[src/rtl/mem_arbiter_if.sv]
// mem_arbiter_if: two-master request/grant/read-return bundle plus the single RAM port.
interface mem_arbiter_if #(
   parameter int AW = 16,
   parameter int DW = 16
);
   logic          m0_req;
   logic [AW-1:0] m0_addr;
   logic [DW-1:0] m0_wdata;
   logic          m0_we;
   logic          m0_gnt;
   logic [DW-1:0] m0_rdata;
   logic          m0_rvalid;
   logic          m1_req;
   logic [AW-1:0] m1_addr;
   logic [DW-1:0] m1_wdata;
   logic          m1_we;
   logic          m1_gnt;
   logic [DW-1:0] m1_rdata;
   logic          m1_rvalid;
   logic [AW-1:0] mem_addr;
   logic [DW-1:0] mem_wdata;
   logic          mem_we;
   logic [DW-1:0] mem_rdata;

   modport slave (
      input  m0_req, m0_addr, m0_wdata, m0_we,
      output m0_gnt, m0_rdata, m0_rvalid,
      input  m1_req, m1_addr, m1_wdata, m1_we,
      output m1_gnt, m1_rdata, m1_rvalid,
      output mem_addr, mem_wdata, mem_we,
      input  mem_rdata
   );

   modport master (
      output m0_req, m0_addr, m0_wdata, m0_we,
      input  m0_gnt, m0_rdata, m0_rvalid,
      output m1_req, m1_addr, m1_wdata, m1_we,
      input  m1_gnt, m1_rdata, m1_rvalid,
      input  mem_addr, mem_wdata, mem_we,
      output mem_rdata
   );
endinterface

[src/rtl/mem_arbiter.sv]
// mem_arbiter: round-robin, burst-bounded sharing of one single-port RAM between two masters,
// with read data tagged back to the issuing master after the RAM's fixed latency.
module mem_arbiter #(
   parameter int AW        = 16,
   parameter int DW        = 16,
   parameter int RD_LAT    = 1,
   parameter int BURST_MAX = 8
) (
   input logic           clk,
   input logic           rst_n,
   mem_arbiter_if.slave  bus
);
   localparam int CW = (BURST_MAX > 1) ? $clog2(BURST_MAX) : 1;
   localparam logic [CW-1:0] C_TOP = CW'(BURST_MAX - 1);

   typedef enum logic [1:0] {IDLE, OWN0, OWN1} state_t;

   state_t            r_state, w_next;
   logic              r_last;
   logic [CW-1:0]     r_burst, w_burst;
   logic [RD_LAT-1:0] r_pv, r_pid, w_pv, w_pid;
   logic              w_own0, w_own1, w_oreq, w_xreq, w_we, w_push;

   assign w_own0 = (r_state == OWN0);
   assign w_own1 = (r_state == OWN1);
   assign w_oreq = w_own0 ? bus.m0_req : (w_own1 & bus.m1_req);
   assign w_xreq = w_own0 ? bus.m1_req : (w_own1 & bus.m0_req);
   assign w_we   = w_own0 ? bus.m0_we  : (w_own1 & bus.m1_we);
   assign w_push = w_oreq & ~w_we;

   assign bus.m0_gnt    = w_own0;
   assign bus.m1_gnt    = w_own1;
   assign bus.mem_addr  = w_own0 ? bus.m0_addr  : w_own1 ? bus.m1_addr  : '0;
   assign bus.mem_wdata = w_own0 ? bus.m0_wdata : w_own1 ? bus.m1_wdata : '0;
   assign bus.mem_we    = w_oreq & w_we;
   assign bus.m0_rdata  = bus.mem_rdata;
   assign bus.m1_rdata  = bus.mem_rdata;
   assign bus.m0_rvalid = r_pv[RD_LAT-1] & ~r_pid[RD_LAT-1];
   assign bus.m1_rvalid = r_pv[RD_LAT-1] &  r_pid[RD_LAT-1];

   always_comb begin
      w_next = r_state;
      case (r_state)
         IDLE:    w_next = (bus.m0_req & bus.m1_req) ? (r_last ? OWN0 : OWN1) :
                           bus.m0_req ? OWN0 : bus.m1_req ? OWN1 : IDLE;
         OWN0:    w_next = (bus.m1_req & (~bus.m0_req | (r_burst == C_TOP))) ? OWN1 :
                           (~bus.m0_req & ~bus.m1_req) ? IDLE : OWN0;
         OWN1:    w_next = (bus.m0_req & (~bus.m1_req | (r_burst == C_TOP))) ? OWN0 :
                           (~bus.m0_req & ~bus.m1_req) ? IDLE : OWN1;
         default: w_next = IDLE;
      endcase
      // burst only counts while the other master is actually waiting
      w_burst = ((w_next != r_state) | ~w_xreq) ? '0 :
                (r_burst == C_TOP) ? r_burst : r_burst + 1'b1;
   end

   generate
      if (RD_LAT == 1) begin : g_lat1
         assign w_pv  = w_push;
         assign w_pid = w_own1;
      end else begin : g_latn
         assign w_pv  = {r_pv[RD_LAT-2:0], w_push};
         assign w_pid = {r_pid[RD_LAT-2:0], w_own1};
      end
   endgenerate

   always_ff @(posedge clk or negedge rst_n) begin
      if (!rst_n) begin
         r_state <= IDLE;
         r_last  <= 1'b1;
         r_burst <= '0;
         r_pv    <= '0;
         r_pid   <= '0;
      end else begin
         r_state <= w_next;
         r_burst <= w_burst;
         r_pv    <= w_pv;
         r_pid   <= w_pid;
         if (w_next == OWN0)
            r_last <= 1'b0;
         else if (w_next == OWN1)
            r_last <= 1'b1;
      end
   end
endmodule

[src/flat_wrapper.sv]
// flat-port wrapper written by rule: the top's interface ports become plain ports
module mem_arbiter_flat 
#(
   parameter int AW        = 16,
   parameter int DW        = 16,
   parameter int RD_LAT    = 1,
   parameter int BURST_MAX = 8
)
  (clk, rst_n, bus_m0_req, bus_m0_addr, bus_m0_wdata, bus_m0_we, bus_m0_gnt, bus_m0_rdata, bus_m0_rvalid, bus_m1_req, bus_m1_addr, bus_m1_wdata, bus_m1_we, bus_m1_gnt, bus_m1_rdata, bus_m1_rvalid, bus_mem_addr, bus_mem_wdata, bus_mem_we, bus_mem_rdata);
  mem_arbiter_if #(.AW(AW), .DW(DW)) bus_i ();
  input logic clk;
  input logic rst_n;
  input wire logic [$bits(bus_i.m0_req)-1:0] bus_m0_req;
  input wire logic [$bits(bus_i.m0_addr)-1:0] bus_m0_addr;
  input wire logic [$bits(bus_i.m0_wdata)-1:0] bus_m0_wdata;
  input wire logic [$bits(bus_i.m0_we)-1:0] bus_m0_we;
  output wire logic [$bits(bus_i.m0_gnt)-1:0] bus_m0_gnt;
  output wire logic [$bits(bus_i.m0_rdata)-1:0] bus_m0_rdata;
  output wire logic [$bits(bus_i.m0_rvalid)-1:0] bus_m0_rvalid;
  input wire logic [$bits(bus_i.m1_req)-1:0] bus_m1_req;
  input wire logic [$bits(bus_i.m1_addr)-1:0] bus_m1_addr;
  input wire logic [$bits(bus_i.m1_wdata)-1:0] bus_m1_wdata;
  input wire logic [$bits(bus_i.m1_we)-1:0] bus_m1_we;
  output wire logic [$bits(bus_i.m1_gnt)-1:0] bus_m1_gnt;
  output wire logic [$bits(bus_i.m1_rdata)-1:0] bus_m1_rdata;
  output wire logic [$bits(bus_i.m1_rvalid)-1:0] bus_m1_rvalid;
  output wire logic [$bits(bus_i.mem_addr)-1:0] bus_mem_addr;
  output wire logic [$bits(bus_i.mem_wdata)-1:0] bus_mem_wdata;
  output wire logic [$bits(bus_i.mem_we)-1:0] bus_mem_we;
  input wire logic [$bits(bus_i.mem_rdata)-1:0] bus_mem_rdata;
  assign bus_i.m0_req = bus_m0_req;
  assign bus_i.m0_addr = bus_m0_addr;
  assign bus_i.m0_wdata = bus_m0_wdata;
  assign bus_i.m0_we = bus_m0_we;
  assign bus_m0_gnt = bus_i.m0_gnt;
  assign bus_m0_rdata = bus_i.m0_rdata;
  assign bus_m0_rvalid = bus_i.m0_rvalid;
  assign bus_i.m1_req = bus_m1_req;
  assign bus_i.m1_addr = bus_m1_addr;
  assign bus_i.m1_wdata = bus_m1_wdata;
  assign bus_i.m1_we = bus_m1_we;
  assign bus_m1_gnt = bus_i.m1_gnt;
  assign bus_m1_rdata = bus_i.m1_rdata;
  assign bus_m1_rvalid = bus_i.m1_rvalid;
  assign bus_mem_addr = bus_i.mem_addr;
  assign bus_mem_wdata = bus_i.mem_wdata;
  assign bus_mem_we = bus_i.mem_we;
  assign bus_i.mem_rdata = bus_mem_rdata;
  mem_arbiter #(.AW(AW), .DW(DW), .RD_LAT(RD_LAT), .BURST_MAX(BURST_MAX)) u_core (.clk(clk), .rst_n(rst_n), .bus(bus_i));
endmodule
[config.mk]
export PLATFORM = sky130hd
export DESIGN_NAME = mem_arbiter_flat
export DESIGN_NICKNAME = d
export VERILOG_FILES = /design/src/rtl/mem_arbiter_if.sv /design/src/rtl/mem_arbiter.sv /design/src/flat_wrapper.sv
export SDC_FILE = /design/constraint.sdc
export NUM_CORES = 1
export LEC_CHECK = 0
export ABC_AREA = 1
export CAP_MARGIN = 20
export CORE_ASPECT_RATIO = 0.8
export CORE_MARGIN = 2
export CORE_UTILIZATION = 25
export CTS_CLUSTER_DIAMETER = 50
export CTS_CLUSTER_SIZE = 8
export DETAILED_ROUTE_END_ITERATION = 12
export PLACE_DENSITY = 0.88
export SYNTH_ARGS = -nofsm -noshare
export SYNTH_HDL_FRONTEND = slang
export SYNTH_SLANG_ARGS = --single-unit
[constraint.sdc]
create_clock -name clk -period 3.2 [get_ports clk]
set_input_delay 0.64 -clock clk [delete_from_list [all_inputs] [get_ports clk]]
set_output_delay 0.64 -clock clk [all_outputs]
set_load 0.02 [all_outputs]
# After elaboration in Yosys (flattened, before gate mapping)
# Cells that the tools add are included.
[totals]
ff_bits = 8
output_inout_bits = 69
word_cells = 54
[op_classes]
n_addsub = 1
eq_ne = 7
mux = 20
bitwise_logic = 19
reduce_logical = 2
[op_table]
columns = ["cell", "count"]
rows = [
  ["$mux 16", 4],
  ["$mux 2", 7],
  ["$and 1x1->1", 11],
  ["$mux 1", 6],
  ["$mux 3", 2],
  ["$pmux 2 s3", 1],
  ["$not 1->1", 5],
  ["$eq 2x1->1 const B", 2],
  ["$eq 2x2->1 const B", 2],
  ["$add 3x1->3 const B", 1],
  ["$eq 3x3->1 const B", 1],
  ["$or 1x1->1", 3],
  ["$logic_not 2->1", 1],
  ["$ne 2x2->1", 1],
  ["$ne 2x2->1 const B", 1],
  ["$reduce_bool 2->1", 1],
]

# Longest topological paths before layout
# Gate-level depths: netlist of the first run.
[depth]
depth_word = 8
depth_mapped = 10
mapped_depth_nobuf = 10

# Least setup slack after synthesis of the first run
# OpenSTA, ideal clock, no wires.
[synth_path]
path_kind = "flip-flop to output port"
start = "register u_core.r_state[1]"
end = "output port bus_mem_addr[10]"
t_arrival_ns = 1.168
slack_ns = 1.392
stages_incl_launch_ff = 5
path_buffers = 1
path_cell_list = "dfrtp_1 -> inv_2 -> nor2_4 -> buf_2 -> a22o_1"
[synth_between]
elab_chain_cells = 3
elab_cells_between_ends = 4
[synth_lines]
columns = ["item", "line", "source"]
rows = [
  ["from (decl)", "mem_arbiter.sv:18", "state_t r_state, w_next;"],
  ["from (signal assigned)", "mem_arbiter.sv:75", "r_state <= w_next;"],
  ["$eq 2x2->1", "mem_arbiter.sv:25", "assign w_own1 = (r_state == OWN1);"],
  ["via bus_m1_gnt", "flat_wrapper.sv:24", "output wire logic [$bits(bus_i.m1_gnt)-1:0] bus_m1_gnt;"],
  ["$mux 16 (2 in a row)", "mem_arbiter.sv:33", "assign bus.mem_addr = w_own0 ? bus.m0_addr : w_own1 ? bus.m1_addr : '0;"],
  ["to (decl)", "flat_wrapper.sv:27", "output wire logic [$bits(bus_i.mem_addr)-1:0] bus_mem_addr;"],
]
# The timed path passes the listed nets, and every way through them passes these cells.

# Worst setup path after layout of the first run
[layout_path]
start = "input port bus_m1_req"
end = "output port bus_mem_we"
[layout_between]
elab_chain_cells = 3
[layout_lines]
columns = ["item", "line", "source"]
rows = [
  ["from (decl)", "flat_wrapper.sv:20", "input wire logic [$bits(bus_i.m1_req)-1:0] bus_m1_req;"],
  ["$and 1x1->1", "mem_arbiter.sv:26", "assign w_oreq = w_own0 ? bus.m0_req : (w_own1 & bus.m1_req);"],
  ["$mux 1", "mem_arbiter.sv:26", ""],
  ["$and 1x1->1", "mem_arbiter.sv:35", "assign bus.mem_we = w_oreq & w_we;"],
  ["to (decl)", "flat_wrapper.sv:29", "output wire logic [$bits(bus_i.mem_we)-1:0] bus_mem_we;"],
]
# Every way passes these cells.

==> results.ini, run 1 <==
[power]
vdd.ir_drop.worst_mv=0.401
powerDensity_nw_per_um2=754
leakage_power_summed_over_all_cells_uw=0.000796

[timing]
timing.final.crit_share_pct=90.6
worst_hold_slack_ns=0.435
slew_violations=0
skew_ns=0.00251
finalSetupViolCount=0
achievable-frequency_ghz=0.345
unrepaired_setup_endpoints_after_global_routing=no
max_transition_margin_pct=71.9
final-hold-violation-count=0
final_layout_setup_total_negative_slack_ns=0
final_period_minus_worst_setup_slack_ns=2.90
worst-slew-pin-transition_ns=0.421

[drt]
ant_nets=0
detailedRoute.firstPassIterationCount=4
route.detailed.drc=0
routed_vias=1146
drt_iter0_drc=31
totalWireLength_mm=3.38
detail_route.vias_per_cell=4.49
wl_per_cell_um=13.2

[synth]
synthMostInstantiatedCell=sky130_fd_sc_hd__a22o_1
ys_top_cells_by_count=33 x sky130_fd_sc_hd__a22o_1, 32 x sky130_fd_sc_hd__buf_4, 10 x sky130_fd_sc_hd__inv_1
synth_largest_type_area_fraction_pct=29.0
synth_edf_count=0
post_syn_area_um2=997
ys_types=16
synthesis.instances=126
yosys-top-cells-area=sky130_fd_sc_hd__a22o_1 29%, sky130_fd_sc_hd__buf_4 24%, sky130_fd_sc_hd__dfrtp_1 18%
yosys_warnings=0
syn_avg_cell_area_um2=7.91
yosysSeqAreaShare_pct=20.2
ys_seq_elements=8
async_reset_ff_share_pct=100
dominantRegCellSynth=sky130_fd_sc_hd__dfrtp_1
synthDominantAreaCellType=sky130_fd_sc_hd__a22o_1
synth_fp_nets=215

[critical_path]
cp_slowest_stage_delay_ns=0.60
worstPathCellList=clkdlybuf4s50_1, inv_1, o22ai_1, nand2_1, inv_1, clkdlybuf4s50_1
endpoint_kind=primary output
worstSetupStartpointType=input port
critPathBufInv=4
path_delay_family=buffers and inverters
cp_data_arrival_time_ns=2.26
path_max_fanout=5
cell_at_the_slowest_stage_of_the_critical_path=sky130_fd_sc_hd__clkdlybuf4s50_1
required_ns=2.56
path_class=input port to primary output

[global_routing]
antenna_found_initial=0
grtUsageTotal_pct=13.3
maximum_number_of_pins_on_one_net_before_global_route_repair=22
grt_pass1_wl_mm=4.65
grt_pass1_vias=1059
grt-ovfl-total=0

[clocking]
clk_pin_slew_worst_paths_ns=0.04
post_cts_resize_count=0
tritoncts.num_buffers=3
postCtsSetupBuffers=0
worst_skew_pair.late_latency_ns=0.22
cts-root-buf=sky130_fd_sc_hd__clkbuf_8
clk_path_buf_depth=2
tritoncts=done
cts.hold.buffers_added=0
cts.sink_count=8
htreeDepth=1

[final_layout]
multi_input_area_um2=473
area.sequential_um2=201
finish.net_count=290
design_area_um2=1920
filler_cell_count=385
drive_gt1_share_pct=6.00
antennaDiodeCount=0
layout-area-overhead-vs-synth_pct=92.2

[floorplanning]
fp.dieArea_um2=4510
floorplan.die.width_um=74.6
dieHeight_um=60.5
ios=155
row_count=20
fp.coreArea_um2=3800
effective_utilization_at_floorplan_pct=26.2

[placement]
detailedPlacementHpwl_mm=2.81
placement.io_buffers=106
placement.cell_area_um2=1870
routabilityCongestion=0.743

[hold_path]
worst_hold_path_type=register to register

[outcome]
run_status=complete, no violations

[job]
maxCapViolCount=0

## power by group
part           internal (µW)  switching [µW]  total, µW  leakage, µW
Combinational            571             578       1150     0.000670
Clock                   86.0            36.5        123    0.0000228
Sequential               143            31.8        175     0.000104
## stage by stage
step / setup WS, ns / util (%) / power [µW] / cells
6_report: 0.300 / 50.4 / 1450 / 255
5_1_grt: 0.221 / 50.4 / 1540 / 255
4_1_cts: 0.286 / 50.4 / 1460 / 255
3_5_place_dp: 0.287 / 49.2 / 1330 / 251
3_3_place_gp: 0.312 / 49.2 / 1320 / 251
2_1_floorplan: 1.39 / - / 864 / 126
## per-layer routing
layer | part of all wire (%) | GRT usage [%] | vias to the layer above
met5 | 0 | 0 | -
met4 | 2.2 | 6.12 | 0
met3 | 10 | 4.49 | 9
met2 | 49 | 23.5 | 63
met1 | 38 | 14.5 | 517
li1 | - | - | 557
## layout make-up
type,count,share of cell area (%)
flip-flops and latches,8,10.5
clock buffers,4,2.35
multi-input cells,66,24.7
well taps,55,3.59
repair buffers,108,56.1
inverters,14,2.74
## worst register-to-register path, stage by stage, from the launching register on
cell and delay [ns]:
sky130_fd_sc_hd__dfrtp_1 0.37, sky130_fd_sc_hd__ha_1 0.20, sky130_fd_sc_hd__ha_1 0.20, sky130_fd_sc_hd__inv_1 0.09, sky130_fd_sc_hd__a21oi_1 0.07, sky130_fd_sc_hd__a21oi_1 0.18
sky130_fd_sc_hd__o21ai_0 0.17, sky130_fd_sc_hd__ha_1 0.33, sky130_fd_sc_hd__o21ai_0 0.16
## flip-flops by register name, indices dropped and copies added (netlist names)
name,count
u_core.r_pid,1
u_core.r_state,2
u_core.r_burst,3
u_core.r_pv,1
u_core.r_last,1
## worst paths after layout
kind	startpoint	endpoint	slack, ns	cells past startpoint
min	u_core.r_burst[0]	u_core.r_burst[0]	0.44	1
min reg2reg	u_core.r_burst[0]	u_core.r_burst[0]	0.44	1
max reg2reg	u_core.r_burst[0]	u_core.r_last	1.34	8
min in group asynchronous	rst_n	u_core.r_pid	0.69	1
max in group asynchronous	rst_n	u_core.r_last	2.21	1
max	bus_m1_req	bus_mem_we	0.30	6
## layout by cell type, fill, tap and decap left out, types with 3 or more instances in the layout
cell type / count
sky130_fd_sc_hd__clkdlybuf4s50_1: 106
sky130_fd_sc_hd__a22o_1: 33
sky130_fd_sc_hd__inv_1: 10
sky130_fd_sc_hd__nor2_1: 8
sky130_fd_sc_hd__nand2_1: 8
sky130_fd_sc_hd__dfrtp_1: 7
sky130_fd_sc_hd__inv_2: 4
sky130_fd_sc_hd__nand3_1: 4
sky130_fd_sc_hd__o21ai_0: 3
sky130_fd_sc_hd__ha_1: 3
sky130_fd_sc_hd__clkbuf_8: 3
## logic make-up (layout without fill, tap and decap cells)
kind of cell / Yosys count / count (layout) / synth area share, %
AOI/OAI and AO/OA: 40 / 40 / 32.7
adders and majority gates: 3 / 3 / 3.76
and+or+nand+nor: 23 / 23 / 10.9
DFF: 8 / 8 / 20.2
buffers and inverters: 52 / 126 / 32.4
(Power assumes the default switching activity.)
==> run 2, diff against run 1 <==
Settings changed: GPL_TIMING_DRIVEN set to 0, SETUP_SLACK_MARGIN set to 0.5.
==> run 2 against run 1 <==
- final area is 33% higher
- clock skew is 0.0015 ns higher
- count of clock-buffer cells in the layout stayed put
- critical path type is now register to primary output
- highest routed layer unchanged
==> results.ini, run 2 (same netlist as run 1, synthesis figures left out) <==
[outcome]
run_status=complete, no violations  ; unchanged

[drt]
top_signal_layer_used=met4  ; unchanged
wl_met2_mm=2.24  ; was 1.66 mm
routed_vias=1409  ; was 1146
drt-met1-wl_mm=1.64  ; was 1.29 mm
wl_per_cell_um=12.9  ; was 13.2 µm
route.detailed.drc=0  ; unchanged
met3WireLength_um=333  ; was 352 µm
ant_nets=0  ; unchanged
drt_iter0_drc=38  ; was 31
totalWireLength_mm=4.24  ; was 3.38 mm
detail_route.vias_per_cell=4.30  ; was 4.49
detailedRoute.firstPassIterationCount=4  ; unchanged

[power]
powerDensity_nw_per_um2=631  ; was 754 nW/µm²
leakage_power_summed_over_all_cells_uw=0.00116  ; was 0.000796 µW
vdd.ir_drop.worst_mv=0.384  ; was 0.401 mV

[final_layout]
layout.cells.most_common=sky130_fd_sc_hd__clkdlybuf4s50_1  ; unchanged
final_cell_mix=134 x sky130_fd_sc_hd__clkdlybuf4s50_1, 38 x sky130_fd_sc_hd__buf_4, 33 x sky130_fd_sc_hd__a22o_1  ; was 106 x sky130_fd_sc_hd__clkdlybuf4s50_1, 33 x sky130_fd_sc_hd__a22o_1, 10 x sky130_fd_sc_hd__inv_1
largest_registers_in_the_final_layout=u_core.r_burst (3), u_core.r_state (2)  ; unchanged
largest_register_ff_count=3  ; unchanged
antennaDiodeCount=0  ; unchanged
final-instance-count-excl-fill=328  ; was 255
drive_gt1_share_pct=19.4  ; was 6.00%
top_reg_by_flops=u_core.r_burst  ; unchanged
layout-area-overhead-vs-synth_pct=156  ; was 92.2%
finish.net_count=363  ; was 290
post-route-util_pct=67.0  ; was 50.4%

[hold_path]
worst_hold_startpoint=u_core.r_burst[0]  ; unchanged
worst_hold_path_type=register to register  ; unchanged

[timing]
timing.final.crit_share_pct=81.3  ; was 90.6%
finalSetupViolCount=0  ; unchanged
worst-slew-pin-transition_ns=0.347  ; was 0.421 ns
slew_violations=0  ; unchanged
final-hold-violation-count=0  ; unchanged
final_layout_setup_total_negative_slack_ns=0  ; unchanged
worst_hold_slack_ns=0.430  ; was 0.435 ns
unrepaired_setup_endpoints_after_global_routing=no  ; unchanged
max_transition_margin_pct=76.8  ; was 71.9%
skew_ns=0.00406  ; was 0.00251 ns
achievable-frequency_ghz=0.385  ; was 0.345 GHz
final_period_minus_worst_setup_slack_ns=2.60  ; was 2.90 ns

[critical_path]
worstPathCellList=inv_2, nor2_4, buf_2, a22o_1, clkdlybuf4s50_1  ; was clkdlybuf4s50_1, inv_1, o22ai_1, nand2_1, inv_1, clkdlybuf4s50_1
path_max_fanout=10  ; was 5
cp_slowest_stage_delay_ns=0.61  ; was 0.60 ns
setup.worst_path.start=u_core.r_state[0]  ; was bus_m1_req
worstSetupStartpointType=register  ; was input port
reg2reg_from=u_core.r_burst[0]  ; unchanged
critPathBufInv=3  ; was 4
path_delay_family=buffers and inverters  ; unchanged
cp_data_arrival_time_ns=1.96  ; was 2.26 ns
cell_at_the_slowest_stage_of_the_critical_path=sky130_fd_sc_hd__clkdlybuf4s50_1  ; unchanged
required_ns=2.56  ; about the same
endpoint_kind=primary output  ; unchanged
path_class=register to primary output  ; was input port to primary output

[floorplanning]
fp.coreArea_um2=3800  ; unchanged
row_count=20  ; unchanged
effective_utilization_at_floorplan_pct=26.2  ; unchanged
fp.dieArea_um2=4510  ; unchanged
ios=155  ; unchanged
floorplan.die.width_um=74.6  ; unchanged
dieHeight_um=60.5  ; unchanged

[clocking]
tritoncts=done  ; unchanged
tritoncts.num_buffers=3  ; unchanged
clk_path_buf_depth=2  ; unchanged
cts.hold.buffers_added=0  ; unchanged
cts.sink_count=8  ; unchanged
clk_pin_slew_worst_paths_ns=0.04  ; about the same
worst_skew_pair.late_latency_ns=0.22  ; about the same
htreeDepth=1  ; unchanged
cts-root-buf=sky130_fd_sc_hd__clkbuf_8  ; unchanged

[global_routing]
grt-ovfl-total=0  ; unchanged
maximum_number_of_pins_on_one_net_before_global_route_repair=12  ; was 22
grtUsageTotal_pct=16.9  ; was 13.3%
antenna_found_initial=0  ; unchanged
grt_pass1_wl_mm=5.89  ; was 4.65 mm
grt_pass1_vias=1244  ; was 1059

[placement]
placement.io_buffers=138  ; was 106
routabilityCongestion=0.718  ; was 0.743
detailedPlacementHpwl_mm=3.62  ; was 2.81 mm
placedCellCount=319  ; was 251

[job]
maxCapViolCount=0  ; unchanged

[run 2: cell count changes in the layout (fill, tap and decap cells not counted), sizes merged]
cell / change
dlymetal6s2s: +3
buf: +37
clkbuf: +4
clkdlybuf4s15: +1
clkdlybuf4s50: +28
[run 2: repair_timing]
item | in CTS | in global routing
endpoints found under the hold margin | 0 | 0
setup buffers | 0 | 5
gates resized for setup | 1 | 10
setup endpoints to repair | 1 | 30
pin swaps | 0 | 2
[run 2: final timing paths]
kind | end | slack, ns | depth (start not counted)
min in group asynchronous | u_core.r_pid | 0.69 | 1
worst max register to register | u_core.r_last | 1.34 | 8
worst min-delay path | u_core.r_burst[0] | 0.43 | 1
worst min register to register | u_core.r_burst[0] | 0.43 | 1
worst max-delay path | bus_mem_addr[9] | 0.60 | 5
max in group asynchronous | u_core.r_last | 2.21 | 1
[run 2: metal layers]
metal / vias to the layer above / global-route usage (%)
met2: 61 / 31.0
li1: 704 / -
met5: - / 0
met4: 0 / 4.59
met1: 640 / 20.6
met3: 4 / 2.66
[run 2: stage by stage]
step / worst slack, ns / total power [µW] / cell area, µm²
after detailed placement: 0.317 / 1440 / 2450
after CTS: 0.551 / 1570 / 2490
after global placement: 0.349 / 1430 / 2450
final: 0.600 / 1610 / 2550
after global routing: 0.504 / 1710 / 2550
after floorplan: 1.39 / 864 / 997
[run 2: where the power goes]
part | internal, µW | switching (µW) | total [µW]
Sequential | 143 | 32.3 | 175
Combinational | 680 | 632 | 1310
Clock | 86.0 | 36.5 | 123
Total | 909 | 700 | 1610
[run 2: layout make-up]
class                           count  area (µm²)
Buffer                             38         283
Timing Repair Buffer              143        1430
Clock buffer                        4        45.0
Fill cell                         325        1250
Inverter                           14        52.6
Multi-Input combinational cell     66         473
Sequential cell                     8         201
Tap cell                           55        68.8
[run 2: worst reg2reg max path, cell delays in order (launching register included)]
cell and delay (ns):
sky130_fd_sc_hd__dfrtp_1 0.37, sky130_fd_sc_hd__ha_1 0.20, sky130_fd_sc_hd__ha_1 0.21, sky130_fd_sc_hd__inv_1 0.09, sky130_fd_sc_hd__a21oi_1 0.07, sky130_fd_sc_hd__a21oi_1 0.18, sky130_fd_sc_hd__o21ai_0 0.17, sky130_fd_sc_hd__ha_1 0.34
sky130_fd_sc_hd__o21ai_0 0.15
